**config.mk**
```make
export PLATFORM = sky130hd
export DESIGN_NAME = uart_tx_arbiter
export DESIGN_NICKNAME = d
export VERILOG_FILES = /design/src/rtl/uart_arb_pkg.sv /design/src/rtl/uart_tx_arbiter_rr_picker.sv /design/src/rtl/uart_tx_arbiter.sv
export SDC_FILE = /design/constraint.sdc
export NUM_CORES = 1
export LEC_CHECK = 0
export BUFFER_PORTS_ARGS = -buffer_cell sky130_fd_sc_hd__buf_2
export CAP_MARGIN = 20
export CORE_UTILIZATION = 51
export DETAILED_ROUTE_END_ITERATION = 6
export GPL_TIMING_DRIVEN = 0
export PLACE_DENSITY_LB_ADDON = 0.3
export SYNTH_ARGS = -nofsm -noshare
export SYNTH_HDL_FRONTEND = slang
export SYNTH_SLANG_ARGS = --single-unit
```
**constraint.sdc**
```tcl
create_clock -name clk -period 2.8 [get_ports clk]
set_input_delay 0.14 -clock clk [delete_from_list [all_inputs] [get_ports clk]]
set_output_delay 0.14 -clock clk [all_outputs]
set_load 0.01 [all_outputs]
```
**src/rtl/uart_arb_pkg.sv**
```systemverilog
// uart_arb_pkg: shared state encoding, requester indices and defaults for the UART arbiter
package uart_arb_pkg;
    typedef enum logic [1:0] {IDLE, GRANTED, LAUNCH, BUSY_WAIT} state_t;
    localparam int REQ_INPUT = 0;
    localparam int REQ_GEN = 1;
    localparam int REQ_DISP = 2;
    localparam int REQ_CALC = 3;
    localparam int DEF_IDLE_TIMEOUT = 1_000_000;
endpackage

```
**src/rtl/uart_tx_arbiter_rr_picker.sv**
```systemverilog
// rr_picker: combinational round-robin pick of the first eligible bit at or after rr_ptr
module rr_picker #(
    parameter int N = 4,
    parameter int PW = (N > 1) ? $clog2(N) : 1
) (
    input  logic [N-1:0]  eligible,
    input  logic [PW-1:0] rr_ptr,
    output logic [N-1:0]  pick,
    output logic          pick_valid
);
    logic [N-1:0] rot, first;
    // rotate so rr_ptr sits at bit 0, isolate the lowest set bit, rotate back
    always_comb begin
        rot = N'({eligible, eligible} >> rr_ptr);
        first = rot & (-rot);
        pick = N'({first, first} >> (N - int'(rr_ptr)));
        pick_valid = |eligible;
    end
endmodule

```
**src/rtl/uart_tx_arbiter.sv**
```systemverilog
// uart_tx_arbiter: grants whole packets round-robin to mode submodules and
// sequences each byte into uart_tx via tx_start/tx_busy.
module uart_tx_arbiter
    import uart_arb_pkg::*;
#(
    parameter int NUM_REQ = 4,
    parameter int DATA_W = 8,
    parameter int IDLE_TIMEOUT = DEF_IDLE_TIMEOUT
) (
    input  logic                      clk,
    input  logic                      rst_n,
    input  logic [NUM_REQ-1:0]        req_en,
    input  logic [NUM_REQ-1:0]        req,
    input  logic [NUM_REQ-1:0]        req_valid,
    input  logic [NUM_REQ*DATA_W-1:0] req_data,
    input  logic [NUM_REQ-1:0]        req_last,
    output logic [NUM_REQ-1:0]        req_ready,
    output logic [NUM_REQ-1:0]        grant,
    output logic                      tx_start,
    output logic [DATA_W-1:0]         tx_data,
    input  logic                      tx_busy,
    output logic                      pkt_abort
);
    localparam int PW = (NUM_REQ > 1) ? $clog2(NUM_REQ) : 1;
    localparam int WD_W = $clog2(IDLE_TIMEOUT + 1);

    state_t state, state_n;
    logic [NUM_REQ-1:0] grant_n, pick;
    logic [PW-1:0] rr_ptr, rr_ptr_n, g_idx, rel_ptr;
    logic [WD_W-1:0] wd, wd_n;
    logic [DATA_W-1:0] tx_data_n, cur_data;
    logic pick_valid, last_q, last_n, ab_q, ab_n, abort_now, tx_start_n, pkt_abort_n;
    logic cur_valid, cur_last, cur_en, wd_hit, hs;

    rr_picker #(.N(NUM_REQ), .PW(PW)) u_pick (
        .eligible(req & req_en),
        .rr_ptr(rr_ptr),
        .pick(pick),
        .pick_valid(pick_valid)
    );

    // owner-side view of the granted requester
    always_comb begin
        cur_data = '0;
        g_idx = '0;
        for (int i = 0; i < NUM_REQ; i++) begin
            cur_data = cur_data | (req_data[i*DATA_W +: DATA_W] & {DATA_W{grant[i]}});
            if (grant[i]) g_idx = PW'(i);
        end
        cur_valid = |(req_valid & grant);
        cur_last = |(req_last & grant);
        cur_en = |(req_en & grant);
        rel_ptr = (g_idx == PW'(NUM_REQ - 1)) ? '0 : g_idx + PW'(1);
        wd_hit = state == GRANTED && !cur_valid && wd == WD_W'(IDLE_TIMEOUT - 1);
        req_ready = (state == GRANTED && cur_en && !tx_busy) ? grant : '0;
        hs = |(req_valid & req_ready);
    end

    always_comb begin
        state_n = state;
        grant_n = grant;
        rr_ptr_n = rr_ptr;
        wd_n = '0;
        last_n = last_q;
        ab_n = ab_q;
        tx_start_n = 1'b0;
        tx_data_n = tx_data;
        pkt_abort_n = 1'b0;
        abort_now = ab_q | ~cur_en;
        case (state)
            IDLE: begin
                ab_n = 1'b0;
                if (pick_valid) begin
                    grant_n = pick;
                    state_n = GRANTED;
                end
            end
            GRANTED: begin
                if (!cur_en || wd_hit) begin
                    state_n = IDLE;
                    grant_n = '0;
                    rr_ptr_n = rel_ptr;
                    pkt_abort_n = 1'b1;
                end else if (hs) begin
                    tx_data_n = cur_data;
                    last_n = cur_last;
                    tx_start_n = 1'b1;
                    state_n = LAUNCH;
                end else begin
                    wd_n = cur_valid ? wd : wd + WD_W'(1);
                end
            end
            LAUNCH: begin
                ab_n = abort_now;
                state_n = BUSY_WAIT;
            end
            BUSY_WAIT: begin
                ab_n = abort_now;
                if (!tx_busy) begin
                    state_n = (last_q || abort_now) ? IDLE : GRANTED;
                    if (last_q || abort_now) begin
                        grant_n = '0;
                        rr_ptr_n = rel_ptr;
                        pkt_abort_n = abort_now & ~last_q;
                        ab_n = 1'b0;
                    end
                end
            end
            default: state_n = IDLE;
        endcase
    end

    always_ff @(posedge clk) begin
        if (!rst_n) begin
            state <= IDLE;
            grant <= '0;
            rr_ptr <= '0;
            wd <= '0;
            last_q <= 1'b0;
            ab_q <= 1'b0;
            tx_start <= 1'b0;
            tx_data <= '0;
            pkt_abort <= 1'b0;
        end else begin
            state <= state_n;
            grant <= grant_n;
            rr_ptr <= rr_ptr_n;
            wd <= wd_n;
            last_q <= last_n;
            ab_q <= ab_n;
            tx_start <= tx_start_n;
            tx_data <= tx_data_n;
            pkt_abort <= pkt_abort_n;
        end
    end
endmodule

```
Yosys cells after proc, flatten, opt, wreduce, memory -nomap -nowiden:

Cells that the tools add are included.

* equality and inequality tests: 10
* multiplexer cells: 28
* reduce and logical (&&, ||, !) cells: 24
* bitwise gates (word level): 20
* $add $sub $neg: 4
* shift-type cells: 2

Operators with widths (count)
* 8-bit AND: 4
* 8-bit by 32-bit >> shifter with 4-bit output: 1
* 4-bit AND: 6
* 8-bit bitwise OR: 3
* 20-bit by 1-bit adder with 20-bit output, second input constant: 1
* 20-bit equality test, second input constant: 1
* 2-bit 2-to-1 mux: 10
* 4-bit 2-to-1 mux: 5
* 4-bit OR reduction: 5
* 4-bit one-hot mux with 3 select lines: 1
* 1-bit 2-to-1 mux: 8
* 2-bit one-hot mux with 4 select lines: 1
* 8-bit by 2-bit >> shifter with 4-bit output: 1
* 7-bit OR reduction: 1
* 2-bit equality test, second input constant: 3
* 2-bit != test, second input constant: 3
* 3-bit AND reduction: 2
* 3-bit nonzero test: 2
* 1-bit NOT: 5
* 5-bit AND reduction: 1
* 1-bit logical AND: 4
* 4-bit negation: 1
* 2-bit one-hot mux with 2 select lines: 1
* 4-bit AND reduction: 1
* other kinds (14): 17

* input port bits: 51
* output and inout port bits: 18
* flip-flop bits (word level): 40

Depth between registers and ports, before layout:

Gate-level depths: netlist of run 1.

* depth after elaboration: 10
* depth in mapped cells: 9
* gate-level depth less buffers: 7

Cells and area by module:

A second synthesis of run 1 with hierarchy kept.

* cell total of the unflattened synthesis: 272
* area, all modules: 2319.7 µm²

Modules (own cells, without submodules)
* uart_tx_arbiter: area an instance 2044.5 µm², instances 1, seq. area each 800.8 µm², cells each 235
* rr_picker: area an instance 275.3 µm², instances 1, seq. area each 0.0 µm², cells each 37

Least setup slack after synthesis of run 1:

OpenSTA, ideal clock, no wires.

* path type: flip-flop to flip-flop
* start point: register rr_ptr[0]
* end point: register grant[1]
* stages on the path, launching flop included: 10
* data arrival time: 1840 ps
* path buffers: 2
* period minus slack after synthesis: 1958 ps
* data required time: 2683 ps
* library setup time: 117 ps
* path slack: 842 ps
* path through: dfxtp_1 > clkbuf_1 > inv_1 > ha_1 > clkbuf_1 > nand4b_1 > o41ai_1 > a21oi_1 > o221ai_1 > a32o_1

* cells in the longest elaborated chain, start to end: 6

Ends and longest elaborated chain
* start: declaration: RTL line uart_tx_arbiter.sv:29 `logic [PW-1:0] rr_ptr, rr_ptr_n, g_idx, rel_ptr;`
* start signal: assignment: RTL line uart_tx_arbiter.sv:127 `rr_ptr <= rr_ptr_n;`
* 8-bit by 2-bit >> shifter with 4-bit output: RTL line uart_tx_arbiter_rr_picker.sv:14 `rot = N'({eligible, eligible} >> rr_ptr);`
* 4-bit negation: RTL line uart_tx_arbiter_rr_picker.sv:15 `first = rot & (-rot);`
* 4-bit AND: RTL line uart_tx_arbiter_rr_picker.sv:15
* 8-bit by 32-bit >> shifter with 4-bit output *: RTL line uart_tx_arbiter_rr_picker.sv:16 `pick = N'({first, first} >> (N - int'(rr_ptr)));`
* 4-bit 2-to-1 mux *: RTL line uart_tx_arbiter.sv:73 `if (pick_valid) begin`
* 4-bit one-hot mux with 3 select lines *: RTL line uart_tx_arbiter.sv:70 `case (state)`
* end signal: assignment: RTL line uart_tx_arbiter.sv:126 `grant <= grant_n;`
* end: declaration: RTL line uart_tx_arbiter.sv:18 `output logic [NUM_REQ-1:0] grant,`

Mark *: on every way between the ends. The rest lies on a longest branch, timed or not. The select of a mux whose other input is x is not followed.
A chain may end at the register's enable or synchronous reset.

Final worst setup path of run 1:

Ends and elaborated chain as after synthesis.

==> summary.txt, run 1 <==
Worst-Margin Slew: 0.768 ns
Worst path required time: 3.05 ns
Number of I/O pins: 69
H-tree lvl count: 2
DRC violations left: 0
Final Net Count: 401
Critical path type: register to register
Routed len/inst: 14.5 um
Cell mode on critical path: clkbuf_1
Largest net degree at the start of global routing: 14
Core area: 4350 um^2
Pwr Total: 1.30 mW
Buf+Inv Stages, Crit Path: 3
Worst Path Arrival: 2.56 ns
Slew headroom: 48.4%
Ys Warns: 0
Setup skew after layout: 0.0122 ns
Postcts setup bufs: 0
CP delay by family, top: buffers and inverters
VDD IR-drop max: 377 uV
Starting Density: 52.9%
Register area share after synthesis: 34.7%
Cells after synthesis: 273
Sum Neg Setup Slack: 0 ns
Initial DRC Count: 236
Avg Cell Area, Syn: 8.44 um^2
TritonCTS clock tree: done
Initial DRT Pass Iterations: 4
CP peak stage delay: 0.34 ns
Routed via count: 2,353
Setup crit end: grant[1]
Vias in the first global route: 2,168
RSZ-0062 raised after global routing: no
Leakage: 1.18 nW
Overall routing resource usage: 25.6%
Crit-path slowest cell: ha_1
Hold-fix buffers, CTS: 0
Setup violators final: 0
Fin crit period: 2.31 ns
Util after Layout: 65.0%
Post-CTS Resized: 0
CP Max Fanout: 10
DP Area: 2710 um^2
Status: complete, no violations
Final ANT Viol Nets: 0
Async S/R FF share, synth: 0%
Clock Tree Buf Depth: 2
Inserted Clock Buffers: 5
Crit. Startpoint: rr_ptr[0]
Reg2reg start: rr_ptr[0]
Worst reg2reg path depth: 9
HPWL Detailed: 4430 um
Synth unique cells: 46
Cell Area, Synth: 2300 um^2
Clock latency on the worst-skew pair: 0.30 ns
Final wirelength: 5830 um
Layout cell share with drive strength beyond 1: 23.5%
Die width: 69.2 um
FF-to-FF End: grant[1]
Clk sinks: 40
IO Port Bufs: 68
Rows: 24
Final period utilization: 82.6%
Post-synth top flop: dfxtp_1
Diodes inserted: 0
Area grow syn2layout: 22.9%
Register bit count reported by yosys: 40
Endpoints failing hold: 0
EDFF count, synth: 0
FF-to-FF setup slack: 0.49 ns
Cell area power density: 459 nW/um^2
Die ar.: 4790 um^2
Startpoint Class: register
Synth Net Count: 326
Via-to-Cell Ratio: 5.87
Fin area: 2830 um^2
Max-cap violation count: 0
Max Freq: 0.432 GHz
Grt total ovfl: 0
Max Slew Vio Count: 0
Root buf cell: clkbuf_8
CP Capture Type: register
Die Height: 69.2 um
First-pass GRT wire length: 9900 um
Cell Chain, Critical Path: clkbuf_1, inv_1, ha_1, clkbuf_1, nand2_1, o41ai_1, a21oi_1, o221ai_1, a32o_1
Clk slew on worst S/H paths: 0.08 ns
Worst hold path class: input pin to register
Antenna violations before repair: 0
Total stage count of the critical path: 9
Final Wtd Congestion: 0.914
==> where the power goes <==
part	total, mW	internal, mW	switching (mW)
sequential	0.590	0.579	0.0114
combinational	0.209	0.0892	0.120
clock	0.499	0.291	0.208
total	1.30	0.959	0.339
==> cell usage in the layout (no fill, tap or decap), types with 2 or more instances in the layout <==
cell / n
a211oi_1: 3
a21boi_0: 3
a21o_1: 2
a21oi_1: 3
a22o_1: 2
a22oi_1: 21
a32o_1: 4
and2_1: 8
and3_1: 8
buf_2: 68
buf_6: 2
clkbuf_1: 13
clkbuf_8: 6
dfxtp_1: 40
ha_1: 2
inv_1: 6
mux2i_1: 3
nand2_1: 17
nand2b_1: 5
nand3_1: 22
nand4_1: 12
nor2_1: 24
nor3_1: 4
nor4_1: 9
nor4_2: 2
nor4bb_1: 2
o211a_1: 9
o211ai_1: 4
o21ai_0: 6
or3_1: 2
xnor2_1: 4
xor2_1: 15
==> routing by layer <==
layer,wire length [um],vias to the layer above,GRT usage (%)
met5,0,-,0
li1,-,1182,-
met2,2750,90,42.0
met3,403,11,6.98
met4,93,0,8.62
met1,2590,1070,32.4
==> area by class of cell <==
cell class | count | area (um^2)
fill | 372 | 1520
multi-input combinational | 212 | 1410
sequential | 40 | 801
timing repair buffer | 68 | 340
clock buffer | 6 | 82.6
buffer | 15 | 71.3
tap | 52 | 65.1
clock inverter | 2 | 38.8
inverter | 6 | 22.5
==> worst reg2reg max path, stage by stage, from the launching register on <==
cell and delay [ns]:
dfxtp_1 0.31, clkbuf_1 0.32, inv_1 0.13, ha_1 0.34, clkbuf_1 0.33, nand2_1 0.10, o41ai_1 0.28, a21oi_1 0.07
o221ai_1 0.25, a32o_1 0.16
==> metrics by stage <==
| stage | std cells | setup slack (ns) | hold WS, ns |
|---|---|---|---|
| 6_report | 401 | 0.486 | 0.180 |
| 5_1_grt | 401 | 0.253 | 0.177 |
| 4_1_cts | 401 | 0.516 | 0.170 |
| 3_5_place_dp | 393 | 0.526 | 0.483 |
| 3_3_place_gp | 393 | 0.564 | 0.473 |
| 2_1_floorplan | 273 | 0.842 | 0.302 |
==> registers in the layout, indices dropped and copies added, names as in the netlist, named ones only <==
| name | flops |
|---|---|
| ab_q | 1 |
| grant | 4 |
| last_q | 1 |
| pkt_abort | 1 |
| rr_ptr | 2 |
| state | 1 |
| tx_data | 8 |
| tx_start | 1 |
| wd | 20 |
==> cells in the mapped netlist, types with 8 or more instances <==
library cell / instances / share of area (%)
a22oi_1: 21 / 6.8
and2_1: 8 / 2.2
and3_1: 8 / 2.2
clkbuf_1: 13 / 2.1
dfxtp_1: 40 / 35
nand2_1: 17 / 2.8
nand3_1: 22 / 4.8
nand4_1: 12 / 3.3
nor2_1: 24 / 3.9
nor4_1: 9 / 2.4
o211a_1: 9 / 3.9
xor2_1: 15 / 5.7
==> worst min-delay path by stage <==
stage          start       end  slack, ns  cells after the start
4_1_cts        rst_n  grant[3]       0.17                      2
3_3_place_gp   rst_n  grant[3]       0.47                      2
5_1_grt        rst_n  grant[2]       0.18                      2
6_report       rst_n  grant[2]       0.18                      2
3_5_place_dp   rst_n  grant[2]       0.48                      2
2_1_floorplan  rst_n  grant[3]       0.30                      1
==> cell families after synthesis <==
group,Yosys count,synth area share (%)
adders and majority gates,2,1.09
buffers and inverters,21,4.07
muxes,4,2.28
and+or+nand+nor,121,28.4
AOI/OAI and AO/OA,66,22.2
DFF,40,34.7
xor gates and xnor gates,19,7.22
(Power assumes the default switching activity.)
==> run 2, diff against run 1 <==
- ABC_AREA: unset -> 1
- CORE_UTILIZATION: 51 -> 47
- clock period: 2.8 -> 1.94 ns (I/O delays scaled with it)
==> run 2 against run 1 <==
  * Routed wire length rose by 4.6%
  * Clock power up 13%
  * Worst hold slack worse by 0.088 ns
  * Core utilization is 3.9 points lower
  * Area after synthesis increased by 7.0%
  * Worst setup slack got worse by 0.32 ns
  * Critical endpoint is now grant[3]
  * Largest cell class unchanged
  * Maximum frequency up 30%
  * Critical path type unchanged
  * Critical path depth did not move
  * Via count up 8.5%
==> summary.txt, run 2 <==
Status: complete, no violations
Most frequent cells in the layout: nand2_1, buf_2, nor2_1, dfxtp_1, nand3_1
Largest Register: wd
Startpoint Class: register
DP Area: 2890 um^2 (+6.6%)
Largest register FFs: 20 (unchanged)
Ys Warns: 0 (unchanged)
CP peak stage delay: 0.47 ns (+0.13 ns)
Max Freq: 0.562 GHz (+30%)
Placed cell count: 486 (+24%)
Register bit count reported by yosys: 40 (unchanged)
Postcts setup bufs: 0 (unchanged)
Total stage count of the critical path: 9 (unchanged)
Vias in the first global route: 2,247 (+3.6%)
Worst-Margin Slew: 0.498 ns (-0.270 ns)
Fin crit period: 1.78 ns (-0.535 ns)
Worst reg2reg path depth: 9 (unchanged)
CP Max Fanout: 8 (-2)
Synth area leaders: dfxtp_1, nand2_1, nand3_1
Biggest regs: wd x20, tx_data x8, grant x4
Final WS setup: 0.161 ns (-0.325 ns)
Layout cell share with drive strength beyond 1: 25.8% (+2.3 points)
Rows: 25 (+4.2%)
HPWL Detailed: 4730 um (+6.6%)
Root buf cell: clkbuf_8
Clock latency on the worst-skew pair: 0.29 ns (about the same)
Synth top area share: 32.5% (-2.3 points)
CP delay by family, top: flip-flops
Buf+Inv Stages, Crit Path: 3 (unchanged)
Register area: 802 um^2 (+0.16%)
Final ANT Viol Nets: 0 (unchanged)
Multi-input logic area: 1490 um^2 (+5.4%)
First-pass GRT wire length: 9980 um (+0.84%)
Setup violators final: 0 (unchanged)
Synth unique cells: 35 (-24%)
Final wirelength: 6100 um (+4.6%)
Largest area contributor in the netlist: dfxtp_1
Cell Chain, Critical Path: clkinv_1, ha_1, inv_1, nand2_1, nand2_1, inv_1, nand3_1, nand3_1, a21oi_1
Endpoints failing hold: 0 (unchanged)
Post-synth top flop: dfxtp_1
Cells after synthesis: 351 (+29%)
Most frequent cells after synthesis: nand2_1, nor2_1, dfxtp_1, nand3_1, a21oi_1
Final Wtd Congestion: 0.905 (-1.0%)
Overall routing resource usage: 23.5% (-2.1 points)
Cell Area, Synth: 2470 um^2 (+7.0%)
Pre-CTS setup slack: 0.161 ns (-0.365 ns)
Routed via count: 2,552 (+8.5%)
Count leader, synth: nand2_1
Initial DRT Pass Iterations: 4 (unchanged)
Die ar.: 5540 um^2 (+16%)
H-tree lvl count: 2 (unchanged)
Slew headroom: 66.8% (+18 points)
Grt total ovfl: 0 (unchanged)
Worst path required time: 2.11 ns (-0.94 ns)
Reg2reg start: rr_ptr[1]
CP Capture Type: register
TritonCTS clock tree: done
Area grow syn2layout: 21.0%
Clk sinks: 40 (unchanged)
Final Net Count: 479 (+19%)
Post-CTS Resized: 0 (unchanged)
RSZ-0062 raised after global routing: no
Async S/R FF share, synth: 0% (unchanged)
Cell area power density: 764 nW/um^2 (+67%)
Antenna violations before repair: 0 (unchanged)
Crit-path slowest cell: dfxtp_1
FF-to-FF End: grant[3]
Fin area: 2980 um^2 (+5.4%)
Setup skew after layout: 0.00293 ns (-0.00927 ns)
Clk slew on worst S/H paths: 0.07 ns (about the same)
Via-to-Cell Ratio: 5.17 (-12%)
Final period utilization: 91.7% (+9.1 points)
Register area share after synthesis: 32.5% (-2.3 points)
DRC violations left: 0 (unchanged)
Worst hold path class: input pin to register
Initial DRC Count: 108 (-54%)
Die width: 74.4 um (+7.5%)
Die Height: 74.4 um (+7.5%)
Worst Path Arrival: 1.95 ns (-0.61 ns)
Core area: 4880 um^2 (+12%)
Max Slew Vio Count: 0 (unchanged)
Critical path type: register to register
Largest net degree at the start of global routing: 13 (-1)
Clock Tree Buf Depth: 2 (unchanged)
Hold-fix buffers, CTS: 0 (unchanged)
Setup crit end: grant[3]
Routed len/inst: 12.4 um (-15%)
Sum Neg Setup Slack: 0 ns (unchanged)
Number of I/O pins: 69 (unchanged)
Max-cap violation count: 0 (unchanged)
Layout Cells excl Fill: 494 (+23%)
IO Port Bufs: 68 (unchanged)
Synth Net Count: 404 (+24%)
EDFF count, synth: 0 (unchanged)
Crit. Startpoint: rr_ptr[1]
Leakage: 1.32 nW (+12%)
VDD IR-drop max: 400 uV (+6.0%)
Starting Density: 50.5% (-2.4 points)
Inserted Clock Buffers: 5 (unchanged)
FF-to-FF setup slack: 0.16 ns (-0.32 ns)
Diodes inserted: 0 (unchanged)
Avg Cell Area, Syn: 7.03 um^2 (-17%)
Pwr Total: 2.28 mW (+76%)
Commonest non-fill, non-tap cell in the layout: nand2_1
Fillers: 487 (+31%)
-- run 2: power by group --
group / switching, mW / internal, mW
registers: 0.0485 / 0.862
clock network: 0.282 / 0.284
logic: 0.487 / 0.317
-- run 2: cell families (layout without fill, tap and decap cells) --
group                      count (synthesis)  in the layout  share of synthesized area, %
AOI/OAI and AO/OA                         65             65                          16.2
DFF                                       40             40                          32.5
buffers and inverters                     40            116                          7.26
and+or+nand+nor                          189            189                          37.7
adders and majority gates                  2              2                          1.01
xor gates and xnor gates                  15             15                          5.33
-- run 2: how the worst min path moves through the flow --
| stage | startpoint | end | slack, ns | depth (start not counted) |
|---|---|---|---|---|
| after floorplan | rst_n | rr_ptr[0] | 0.24 | 2 |
| after global placement | req_data[1] | tx_data[1] | 0.38 | 3 |
| after detailed placement | req_data[0] | tx_data[0] | 0.39 | 3 |
| after CTS | req_data[0] | tx_data[0] | 0.09 | 3 |
| after global routing | req_data[20] | tx_data[4] | 0.11 | 3 |
| final | req_data[0] | tx_data[0] | 0.09 | 3 |
-- run 2: per-stage QoR --
step / util [%] / hold WS [ns]
final: 61.2 / 0.0923
after global routing: 61.2 / 0.110
after CTS: 61.1 / 0.0904
after detailed placement: 59.2 / 0.391
after global placement: 59.2 / 0.384
after floorplan: - / 0.235
-- run 2: worst min-delay path: stages --
cell and delay [ns]:
buf_2 0.08, a221oi_1 0.07, a21oi_1 0.10
-- run 2: metal layers --
metal  vias to the layer above  GRT usage (%)  share of wire [%]  wire (um)
met5                         -              0                  0          0
met4                         0           7.34                1.1         65
met3                         7           5.15                4.7        288
met2                        67           37.8                 46       2830
met1                      1147           31.4                 48       2920
li1                       1331              -                  -          -
-- run 2: area by class of cell --
class / count / share of cell area [%]
well taps: 67 / 2.81
inverters: 28 / 3.52
plain buffers: 12 / 2.47
repair buffers: 68 / 11.4
multi-input cells: 271 / 49.8
clock buffers: 6 / 2.77
flip-flops and latches: 40 / 26.9
clock inverters: 2 / 0.335
